File: src/rtl/alu_share_arbiter.sv
// alu_share_arbiter: round-robin sharing of one ALU between two valid/ready requesters (ALU_ARB_FIXED_PRIO_EN selects fixed priority)
module alu_share_arbiter #(
  parameter int WIDTH = 32
) (
  input  logic             clk,
  input  logic             rst,
  input  logic             req0_valid,
  output logic             req0_ready,
  input  logic [WIDTH-1:0] req0_a,
  input  logic [WIDTH-1:0] req0_b,
  input  logic [2:0]       req0_s,
  output logic             resp0_valid,
  input  logic             resp0_ready,
  output logic [WIDTH-1:0] resp0_result,
  output logic             resp0_zero,
  input  logic             req1_valid,
  output logic             req1_ready,
  input  logic [WIDTH-1:0] req1_a,
  input  logic [WIDTH-1:0] req1_b,
  input  logic [2:0]       req1_s,
  output logic             resp1_valid,
  input  logic             resp1_ready,
  output logic [WIDTH-1:0] resp1_result,
  output logic             resp1_zero,
  output logic [WIDTH-1:0] alu_a,
  output logic [WIDTH-1:0] alu_b,
  output logic [2:0]       alu_s,
  input  logic [WIDTH-1:0] alu_result,
  input  logic             alu_zero,
  output logic             busy
);
  typedef enum logic [1:0] {IDLE, EXEC, RESP} state_t;
  state_t           state_q, state_d;
  logic             last_q, last_d, owner_q, owner_d, zero_q, zero_d;
  logic [WIDTH-1:0] a_q, a_d, b_q, b_d, res_q, res_d;
  logic [2:0]       s_q, s_d;
  logic             g1, acc0, acc1;
`ifdef ALU_ARB_FIXED_PRIO_EN
  assign g1 = req1_valid && !req0_valid;
`else
  assign g1 = req1_valid && (!req0_valid || !last_q);
`endif
  assign req0_ready   = (state_q == IDLE) && req0_valid && !g1;
  assign req1_ready   = (state_q == IDLE) && g1;
  assign acc0         = req0_valid && req0_ready;
  assign acc1         = req1_valid && req1_ready;
  assign alu_a        = a_q;
  assign alu_b        = b_q;
  assign alu_s        = s_q;
  assign resp0_valid  = (state_q == RESP) && !owner_q;
  assign resp1_valid  = (state_q == RESP) && owner_q;
  assign resp0_result = res_q;
  assign resp1_result = res_q;
  assign resp0_zero   = zero_q;
  assign resp1_zero   = zero_q;
  assign busy         = state_q != IDLE;
  // next state: latch the granted request, capture the ALU output, wait for the owner to consume it
  always_comb begin
    state_d = state_q;
    last_d  = last_q;
    owner_d = owner_q;
    a_d     = a_q;
    b_d     = b_q;
    s_d     = s_q;
    res_d   = res_q;
    zero_d  = zero_q;
    if (state_q == IDLE && (acc0 || acc1)) begin
      state_d = EXEC;
      owner_d = acc1;
      last_d  = acc1;
      a_d     = acc1 ? req1_a : req0_a;
      b_d     = acc1 ? req1_b : req0_b;
      s_d     = acc1 ? req1_s : req0_s;
    end else if (state_q == EXEC) begin
      state_d = RESP;
      res_d   = alu_result;
      zero_d  = alu_zero;
    end else if (state_q == RESP && (owner_q ? resp1_ready : resp0_ready)) begin
      state_d = IDLE;
    end
  end
  // state registers; last_grant resets to 1 so requester 0 wins the first contention
  always_ff @(posedge clk) begin
    if (rst) begin
      state_q <= IDLE;
      last_q  <= 1'b1;
      owner_q <= 1'b0;
      a_q     <= '0;
      b_q     <= '0;
      s_q     <= '0;
      res_q   <= '0;
      zero_q  <= 1'b0;
    end else begin
      state_q <= state_d;
      last_q  <= last_d;
      owner_q <= owner_d;
      a_q     <= a_d;
      b_q     <= b_d;
      s_q     <= s_d;
      res_q   <= res_d;
      zero_q  <= zero_d;
    end
  end
endmodule

File: config.mk
export PLATFORM = sky130hd
export DESIGN_NAME = alu_share_arbiter
export DESIGN_NICKNAME = d
export VERILOG_FILES = /design/src/rtl/alu_share_arbiter.sv
export SDC_FILE = /design/constraint.sdc
export NUM_CORES = 1
export LEC_CHECK = 0
export CORE_ASPECT_RATIO = 1.75
export CORE_MARGIN = 1.5
export CORE_UTILIZATION = 33
export CTS_BUF_LIST = sky130_fd_sc_hd__clkbuf_8
export CTS_CLUSTER_SIZE = 40
export DETAILED_ROUTE_END_ITERATION = 10
export PLACE_DENSITY = 0.84
export SLEW_MARGIN = 20
export SYNTH_ARGS = -nofsm -noshare
export SYNTH_HDL_FRONTEND = slang
export SYNTH_SLANG_ARGS = --single-unit
export TNS_END_PERCENT = 20
File: constraint.sdc
create_clock -name clk -period 1.4 [get_ports clk]
set_clock_uncertainty 0.15 [all_clocks]
set_input_delay 0.28 -clock clk [delete_from_list [all_inputs] [get_ports clk]]
set_output_delay 0.28 -clock clk [all_outputs]
set_load 0.02 [all_outputs]
Yosys cells after proc, flatten, opt, wreduce, memory -nomap -nowiden:

Index checks and enable logic that the tools add are counted.

* word-level logic and storage cells: 41
* output and inout bits: 138
* input bits: 173
* flip-flop bits (word level): 104

* bitwise gates (word level): 1
* reduce and logical (&&, ||, !) cells: 22
* eq/ne operators: 2
* muxes and demuxes: 7

Operators with widths (count)
* $mux 32: 2
* $logic_and 1x1->1: 10
* $logic_not 1->1: 4
* $mux 2: 2
* $reduce_bool 2->1: 2
* $mux 3: 1
* $reduce_bool 3->1: 1
* $eq 2x1->1 const B: 1
* $eq 2x2->1 const B: 1
* $logic_not 2->1: 1
* $logic_or 1x1->1: 2
* $mux 1: 2
* $reduce_and 2->1: 1
* $reduce_or 2->1: 1
* $not 1->1: 1

Longest topological paths before layout:

* depth in word-level cells: 10
* depth in mapped cells: 7
* depth with buffers taken out: 4

Worst setup path after synthesis:

No wires, ideal clock.

* kind: register to output
* from: register state_q[0]
* to: output req0_ready
* cell stages (with the launch flop): 4
* arrival time: 1.231 ns
* buffers on the path: 1
* required time: 0.970 ns
* setup slack: -0.261 ns
* cells stage by stage: dfxtp_1 > buf_4 > or3b_2 > nor2_1

* word-level cells in the longest chain between the ends: 3

Ends and longest elaborated chain
* start: declaration: RTL line 33 `state_t state_q, state_d;`
* start signal: assignment: RTL line 94 `state_q <= state_d;`
* $logic_not 2->1: RTL line 43 `assign req0_ready = (state_q == IDLE) && req0_valid && !g1;`
* $logic_and 1x1->1 (2 in series): RTL line 43
* end: declaration: RTL line 8 `output logic req0_ready,`

Every way passes these cells.

Worst setup path after layout:

Same ends and word-level chain as after synthesis.

==> summary.md <==
| Metric | Value |
|---|---|
| Setup violations, final | `between 70 and 80` |
| Die Area | `14,700 sq um` |
| Max-slew violation count | `0` |
| # clock sinks | `~100` |
| Gate power share | `0.334` |
| Net Sw Frac | `0.340` |
| Post-Layout Inst Area | `7750 sq um` |
| Grt total ovfl | `0` |
| Crit-path slowest cell | `or3b_4` |
| First-pass GRT wire length | `27.5 mm` |
| Final period util | `1.24` |
| Ranking of synthesized cells by area | `dfxtp_1 45%, nand3_1 14%, a31oi_1 9.1%` |
| CP endpoint kind | `primary output` |
| Post-Place Cells | `~1,000` |
| Root buf cell | `clkbuf_8` |
| Num CTS Buffers | `9` |
| CP startpoint kind | `flip-flop` |
| Share of cells above drive strength 1 | `0.292` |
| Final Critical Period | `about 1.7 ns` |
| Unrepaired setup endpoints after global routing | `yes` |
| Gp weighted congestion | `0.908` |
| Max cap viols | `0` |
| Clock network fraction of total power | `0.245` |
| Site Rows | `between 50 and 60` |
| Worst endpoint data arrival time | `about 1.3 ns` |
| Die extent in x | `92.5 um` |
| Sw power | `2730 uW` |
| Failing checks | `setup timing` |
| Area of the mapped netlist | `4620 sq um` |
| Dpl hpwl | `12.4 mm` |
| Total GRT Usage | `0.231` |
| Bufs on Longest Clock Path | `2` |
| Die Y | `between 150 and 200 um` |
| Leading area contributor after synthesis | `dfxtp_1` |
| Initial antenna violation count | `2` |
| Max FO, Critical Path | `2` |
| Fmax | `574 MHz` |
| Max_slew headroom | `0.759` |
| Yosys cell types | `23` |
| Hold/Removal Path Class | `in2reg` |
| Area growth from synthesis to layout | `67.7%` |
| Sequential power share | `0.421` |
| Core Footprint | `~14,000 sq um` |
| Nets@finish | `1,033` |
| Synth warn | `0` |
| Hold buffer count at CTS | `0` |
| Buf/Inv on CP | `1` |
| Int Pwr | `5310 uW` |
| Crit path cell chain | `or3b_4 > nor2_4 > buf_6` |
| Fillcell total | `1,268` |
| FF+latch count, synth | `~100` |
| Antenna Nets Post-Route | `0` |
| Largest net degree at the start of global routing | `48` |
| Syn Area/Cell | `between 7 and 8 sq um` |
| DRC | `0` |
| Finished Layout Cells | `1,044` |
| Pwr dens | `1040 nW/um^2` |
| Crit path kind | `reg2out` |
| Fin util | `0.563` |
| Worst slew pin tran | `0.361 ns` |
| Cell Area, Placed | `7800 sq um` |
| Crit-path max cell delay | `between 0.4 and 0.5 ns` |
| Initial DRT Pass Iterations | `5` |
| Hold Fails Final Rpt | `0` |
| Lkg Pwr | `0.00317 uW` |
| IO Port Bufs | `310` |
| Sequential fraction of the synthesis area | `0.451` |
| DP Worst Slack | `-0.978 ns` |
| Routed WL | `18.5 mm` |
| Initial detailed-routing violation count | `349` |
| Outcome | `finished with violations` |
| Syn_nets | `766` |
| Clk_lat worst skew | `0.36 ns` |
| IO Pins | `311` |
| Wire length per cell | `17.8 um` |
| CTS tree | `built` |
| H-tree depth | `3` |
| Initial Utilization | `0.336` |
| Worst path top cell family by delay | `simple AND/OR/NAND/NOR gates` |
| Worst vdd ir | `0.000516 V` |
| Worst Path Required | `0.97 ns` |
| Synth Instances | `approximately 590` |
| Synth top area share | `0.451` |
| Worst-path clk slew | `0.10 ns` |
| DR vias/cell | `5.32` |
| Final worst setup slack | `-0.343 ns` |
| Vias in the first global route | `approximately 5,400` |
| Vias after detailed routing | `between 5,000 and 6,000` |
-- area by class of cell --
| cell class | count | area (sq um) | share of cell area |
|---|---|---|---|
| Antenna cell | 2 | 5.00 | 0.000646 |
| Clock buffer | 9 | 124 | 0.0160 |
| Clock inverter | 7 | 80.1 | 0.0103 |
| Inverter | 3 | 13.8 | 0.00178 |
| Multi-Input combinational cell | 389 | 2160 | 0.278 |
| Sequential cell | 104 | 2100 | 0.272 |
| Tap cell | 177 | 221 | 0.0286 |
| Timing Repair Buffer | 353 | 3040 | 0.393 |
-- layer usage --
layer  vias up  global-route usage  routed length (um)
met3        44              0.0525                1340
met1      2617               0.263                6760
met5         -                   0                   0
li1       2606                   -                   -
met4         0               0.104                 636
met2       292               0.402                9800
-- power groups by stage --
stage                     Sequential, uW  Clock [uW]  Combinational, uW
final                               3380        1970               2690
after floorplan                     3730           0               1050
after global placement              3440           0               2710
after detailed placement            3450           0               2730
after CTS                           3370        2030               2490
after global routing                3410        2140               2870
-- through the flow --
step	power [uW]	hold slack (ns)	setup TNS (ns)
2_1_floorplan	4780	0.266	-0.598
3_3_place_gp	6140	0.303	-46.59
3_5_place_dp	6180	0.310	-48.24
4_1_cts	7890	0.0171	-16.33
5_1_grt	8420	0.0231	-20.74
6_report	8040	0.0337	-15.26
-- worst register-to-register path, stage by stage, from the launching register on --
cell and delay (ns):
dfxtp_2 0.34, buf_6 0.13, buf_6 0.12, nor3b_4 0.21, buf_6 0.17, buf_12 0.12, buf_8 0.14, nand3_1 0.08
a31oi_1 0.16
-- worst paths after layout --
| kind | endpoint | startpoint | depth (start not counted) | slack (ns) |
|---|---|---|---|---|
| worst max-delay path | req0_ready | state_q[0] | 3 | -0.34 |
| worst min-delay path | state_q[0] | rst | 2 | 0.03 |
| worst min register to register | resp0_result[13] | resp0_result[13] | 2 | 0.32 |
| worst max register to register | alu_b[12] | state_q[1] | 8 | -0.27 |
-- cell usage in the layout (no fill, tap or decap), drive strengths merged --
master	n
or3b	1
nand2	72
dlygate4sd2	2
nand2b	2
dfxtp	104
nor3b	2
mux2i	1
nand3	132
bufinv	1
a31oi	67
and3b	1
diode	2
clkdlybuf4s50	169
nor2	4
nor2b	1
a31o	1
buf	179
a21oi	37
a21boi	1
clkbuf	12
inv	6
clkinv	3
o21ai	67
-- cells in the mapped netlist --
library cell  number
a31oi_1           67
nor3b_1            1
o21ai_0           67
a31o_2             1
nor2_4             1
and3b_1            1
buf_6              3
buf_1              1
nor3b_2            1
a21oi_1           37
inv_1              3
clkbuf_1          38
a21boi_2           1
mux2i_1            1
buf_4             37
nor2_1             3
nand2b_1           2
or3b_2             1
buf_2             18
dfxtp_1          104
nand2_1           72
nand3_1          132
nor2b_1            1
-- repair_timing --
item / CTS / global route
endpoints found under the hold margin: 0 / 0
pin swaps: 20 / 50
buffers inserted: 2 / 6
gates resized for setup: 581 / 47
gates cloned: 0 / 4
setup endpoints to repair: 219 / 122
-- registers in the layout (all words and copies together) (netlist names) --
register / count
owner_q: 1
alu_a: 32
alu_s: 3
last_q: 1
resp0_zero: 1
alu_b: 32
resp0_result: 32
state_q: 2
-- logic make-up after synthesis --
group	count (synthesis)	synth area share
compound gates	173	0.208
buf+inv	100	0.121
flops	104	0.451
mux	1	0.00217
simple gates	215	0.219
(Power assumes the default switching activity.)
==> variant 1: new RTL, same settings <==
Take the reset off `res_q` and load it in a clocked block of its own.
--- a/src/rtl/alu_share_arbiter.sv
+++ b/src/rtl/alu_share_arbiter.sv
@@ -90,3 +90,2 @@
       s_q     <= '0;
-      res_q   <= '0;
       zero_q  <= 1'b0;
@@ -99,3 +98,2 @@
       s_q     <= s_d;
-      res_q   <= res_d;
       zero_q  <= zero_d;
@@ -103,2 +101,6 @@
   end
+
+  always_ff @(posedge clk) begin
+    res_q <= res_d;
+  end
 endmodule
Behaviour: differs if rst is asserted again (counterexample within 4 cycles, from zero or initial values and one cycle with rst high); with rst held inactive, the same outputs for 10 cycles.
==> variant 1 against the unedited design <==
- count of clock-buffer cells in the layout stayed put
- wire length is 3.7% higher
- design area rose by 3.8%
- sequential cell count unchanged
- area after synthesis down 2.8%
- die area decreased by 2.7%
- the flow still finishes with violations (negative setup slack)
- core utilization rose by 4.1 points
- power grew 11%
- via count is 9.6% lower
- combinational power rose by 22%
- sequential share of layout area rose by 2.8 points
- setup slack lost 19 ps
==> variant 1: results (changes against the unedited design) <==
- Most frequent cells after synthesis: nand2_1 (114), dfxtp_1 (72), a21oi_1 (59) (was nand3_1 (132), dfxtp_1 (104), nand2_1 (72))
- VDD IR-drop max: 0.490 mV (was 0.516 mV)
- First-pass GRT wire length: 27800 µm (was 27500 µm)
- Clock Pin Slew Worst Setup and Hold Paths: 110 ps
- Final WS setup: -362 ps (was -343 ps)
- Endpoints failing setup: 83 (was 73)
- Pin count of the biggest net entering global routing: 57 (was 48)
- Total length of routed wires: 19200 µm (was 18500 µm)
- EDFF count, synth: 32 (was 0)
- DP Wirelength: 12800 µm (was 12400 µm)
- Synth Net Count: 628 (was 766)
- Setup TNS: -16560 ps (was -15260 ps)
- Synth area leaders: dfxtp_1 (32%), edfxtp_1 (21%), a311oi_1 (11%), nand2_1 (9.5%), a21oi_1 (6.6%) (was dfxtp_1 (45%), nand3_1 (14%), a31oi_1 (9.1%), o21ai_0 (7.3%), buf_4 (6.0%))
- Diodes inserted: 0 (was 2)
- NumNets Final: 928 (was 1033)
- Pleak: 3.32 nW (was 3.17 nW)
- Failing checks: negative setup slack (unchanged)
- Fill cells: 1113 (was 1268)
- DP Area: 7650 µm² (was 7800 µm²)
- Initial antenna violation count: 0 (was 2)
- Placer's final routability congestion estimate: 0.822 (was 0.908)
- Sequential share of the synthesized area: 53.5% (was 45.1%)
- Worst Tran Pin Value: 424 ps (was 361 ps)
- Multiplexer share of the synthesized area: 0.446% (was 0.217%)
- Via Count: 5028 (was 5559)
- Share of cells above drive strength 1: 35.9% (was 29.2%)
- GR Util All Layers: 25.3% (was 23.1%)
- Initial DRC count: 222 (was 349)
- Status: finished, violations left (unchanged)
-- variant 1: cell types whose count changed after synthesis, moves of 3 or more --
cell	before	now
o21ai_0	67	0
a311oi_1	0	56
clkbuf_1	38	19
dfxtp_1	104	72
a221o_1	0	11
nand2_1	72	114
buf_2	18	15
nor4b_1	0	4
edfxtp_1	0	32
nor2_1	3	6
a31oi_1	67	0
nor4b_2	0	7
nand3_1	132	0
a21oi_1	37	59
-- variant 1: layer usage --
metal	global-route usage, %	vias to the layer above	part of all wire [%]	wire [µm]
met2	49.3	342	55	10600
li1	-	2233	-	-
met3	6.67	74	8.2	1570
met1	23.4	2379	31	5940
met5	0	-	0	0
met4	13.2	0	5.6	1070
-- variant 1: worst paths after layout --
kind / endpoint / slack [ps] / cells after the start
setup reg to reg: alu_a[6] / -280 / 7
hold / removal: last_q / 160 / 2
setup / recovery: req0_ready / -360 / 3
hold reg to reg: alu_a[5] / 350 / 1
-- variant 1: power by group --
part           leakage (nW)  total (mW)  internal (mW)  switching, mW
clock network         0.116        2.03           1.00           1.03
logic                  2.31        3.27           1.58           1.68
registers             0.897        3.63           3.45          0.179
-- variant 1: metrics by stage --
step	worst slack (ps)	total power [mW]	std cells	hold WS (ps)
final	-362	8.93	934	156
after CTS	-382	8.81	932	89.7
after global routing	-395	9.29	934	135
after global placement	-887	6.49	891	320
after floorplan	-148	5.07	455	229
after detailed placement	-934	6.57	891	319
-- variant 1: timing repair --
item,in CTS,in global routing
endpoints found under the setup margin,209,140
buffers inserted,14,0
gates cloned,11,5
pin swaps,11,10
gates resized for setup,602,45
-- variant 1: critical path, cell delays in order (launching register included) --
cell	delay [ps]
dfxtp_2	350
or3b_4	420
nor2_4	100
buf_6	120
-- variant 1: logic make-up after synthesis --
logic type             Yosys count
and+or+nand+nor                140
buffers and inverters           78
muxes                            2
AOI/OAI and AO/OA              131
DFF                            104
-- variant 1: layout make-up --
cell class	count	area, µm²	area share (%)
Sequential cell	104	2410	29.9
Clock buffer	9	124	1.54
Inverter	1	3.75	0.0467
Clock inverter	7	90.1	1.12
Timing Repair Buffer	366	3280	40.8
Multi-Input combinational cell	273	1910	23.8
Tap cell	174	218	2.71
==> variant 2: new RTL, config.mk and constraints unchanged <==
Without the edit above. The parameter `WIDTH` goes from 32 to 28.
--- a/src/rtl/alu_share_arbiter.sv
+++ b/src/rtl/alu_share_arbiter.sv
@@ -2,3 +2,3 @@
 module alu_share_arbiter #(
-  parameter int WIDTH = 32
+  parameter int WIDTH = 28
 ) (
Interface: changed (9 resized); port bits go from 311 to 275. No check against the original RTL was run, so the function may have changed too.
==> variant 2 against the unedited design <==
- the run still ends with negative setup slack left
- sequential power down 12%
- cell count down 10%
- sequential cell count down 12
- count of clock-buffer cells in the layout unchanged
- power down 9.1%
- area after synthesis down 12%
- design area down 9.3%
- synthesized cell count down 12%
- setup slack worse by 29 ps
- wire length down 10%
- register-to-register slack worse by 40 ps
- core utilization up 2.2 points
- non-clock buffer count down 34
- largest power group unchanged
==> variant 2: results (changes against the unedited design) <==
- Share of cells above drive strength 1: 31.0% (was 29.2%)
- CP arrival: 1340 ps (was 1310 ps)
- GR Util All Layers: 23.5% (was 23.1%)
- Relative slew margins: 73.8% (was 75.9%)
- Worst path slowest cell: clkdlybuf4s50_1 (was or3b_4)
- DP Wirelength: 10900 µm (was 12400 µm)
- Largest stage delay, worst path: 480 ps (was 410 ps)
- Sequential share of the synthesized area: 45.2% (was 45.1%)
- Drt wl/cell: 17.7 µm (was 17.8 µm)
- Status: finished, violations left (unchanged)
- Via Count: 4891 (was 5559)
- Port Buffers: 274 (was 310)
- First-pass GRT wire length: 23900 µm (was 27500 µm)
- Endpoints failing setup: 75 (was 73)
- Most frequent cells after synthesis: nand3_1 (116), dfxtp_1 (92), nand2_1 (64) (was nand3_1 (132), dfxtp_1 (104), nand2_1 (72))
- Fill cells: 1120 (was 1268)
- DRT Pass-1 Iters: 4 (was 5)
- Top cell family by delay on the critical path: buffers and inverters (was simple AND/OR/NAND/NOR gates)
- Crit-path max FO: 3 (was 2)
- VDD IR-drop max: 0.476 mV (was 0.516 mV)
- FF+latch area: 1850 µm² (was 2100 µm²)
- Number of buffers created by CTS: 9 (unchanged)
- Pin count of the biggest net entering global routing: 47 (was 48)
- Final WS setup: -372 ps (was -343 ps)
- Pre-CTS setup slack: -885 ps (was -978 ps)
- Failing checks: negative setup slack (unchanged)
- Synth Net Count: 676 (was 766)
- Clk Latency, worst-skew pair: 350 ps
- Initial antenna violation count: 1 (was 2)
- Placer's final routability congestion estimate: 0.846 (was 0.908)
- Root buf cell: clkbuf_8 (unchanged)
- Library cells used by synthesis: 25 (was 23)
- NumNets Final: 923 (was 1033)
- Synth area leaders: dfxtp_1 (45%), nand3_1 (14%), a31oi_1 (9.0%), o21ai_0 (6.9%), buf_4 (5.9%) (was dfxtp_1 (45%), nand3_1 (14%), a31oi_1 (9.1%), o21ai_0 (7.3%), buf_4 (6.0%))
- DP Area: 6950 µm² (was 7800 µm²)
- Pleak: 2.86 nW (was 3.17 nW)
- Initial DRC count: 234 (was 349)
- Vias in the first global route: 4658 (was 5394)
- Setup TNS: -15800 ps (was -15260 ps)
- H-tree depth: 3 (unchanged)
## variant 2: path summary, 6_finish.rpt
kind / start / to / slack (ps) / cells after the start
setup / recovery: req1_valid / req0_ready / -370 / 5
hold reg to reg: resp0_result[19] / resp0_result[19] / 320 / 2
hold / removal: rst / state_q[1] / 120 / 2
setup reg to reg: state_q[1] / alu_a[24] / -310 / 7
## variant 2: cell type report
| cell class | instances | area share, % |
|---|---|---|
| well taps | 165 | 2.94 |
| diodes | 1 | 0.0356 |
| multi-input cells | 345 | 28.1 |
| repair buffers | 319 | 39.5 |
| clock inverters | 6 | 1.03 |
| flip-flops and latches | 92 | 26.4 |
| clock buffers | 9 | 1.76 |
| inverters | 3 | 0.232 |
## variant 2: layer usage
layer | GRT usage, % | share of wire (%)
met5 | 0 | 0
met1 | 25.6 | 36
met4 | 10.5 | 3.8
met3 | 6.07 | 5.8
met2 | 41.7 | 55
## variant 2: where the power goes
part	switching, mW	internal, mW	total (mW)
Clock	1.02	0.835	1.85
Combinational	1.33	1.14	2.47
Sequential	0.127	2.86	2.98
Total	2.47	4.83	7.31
## variant 2: cell families (layout without fill, tap and decap cells)
family,count (synthesis),count (layout),share of synthesized area [%]
multiplexers,1,1,0.245
AO/OA/AOI/OAI,153,153,20.8
AND/OR/NAND/NOR,191,191,22.2
other,0,1,0
buffers and inverters,86,337,11.6
flip-flops,92,92,45.2
## variant 2: through the flow
stage	hold WS [ps]	std cells
detailed placement	310	909
CTS	85.1	929
global route	99.7	939
floorplan	266	523
finish	119	940
global placement	303	909
## variant 2: what timing repair did
item | 4_1_cts | 5_1_grt
hold buffers | 0 | 0
pin swaps | 11 | 59
endpoints found under the setup margin | 209 | 110
setup buffers | 5 | 5
resized for setup | 507 | 66
gates cloned | 0 | 5
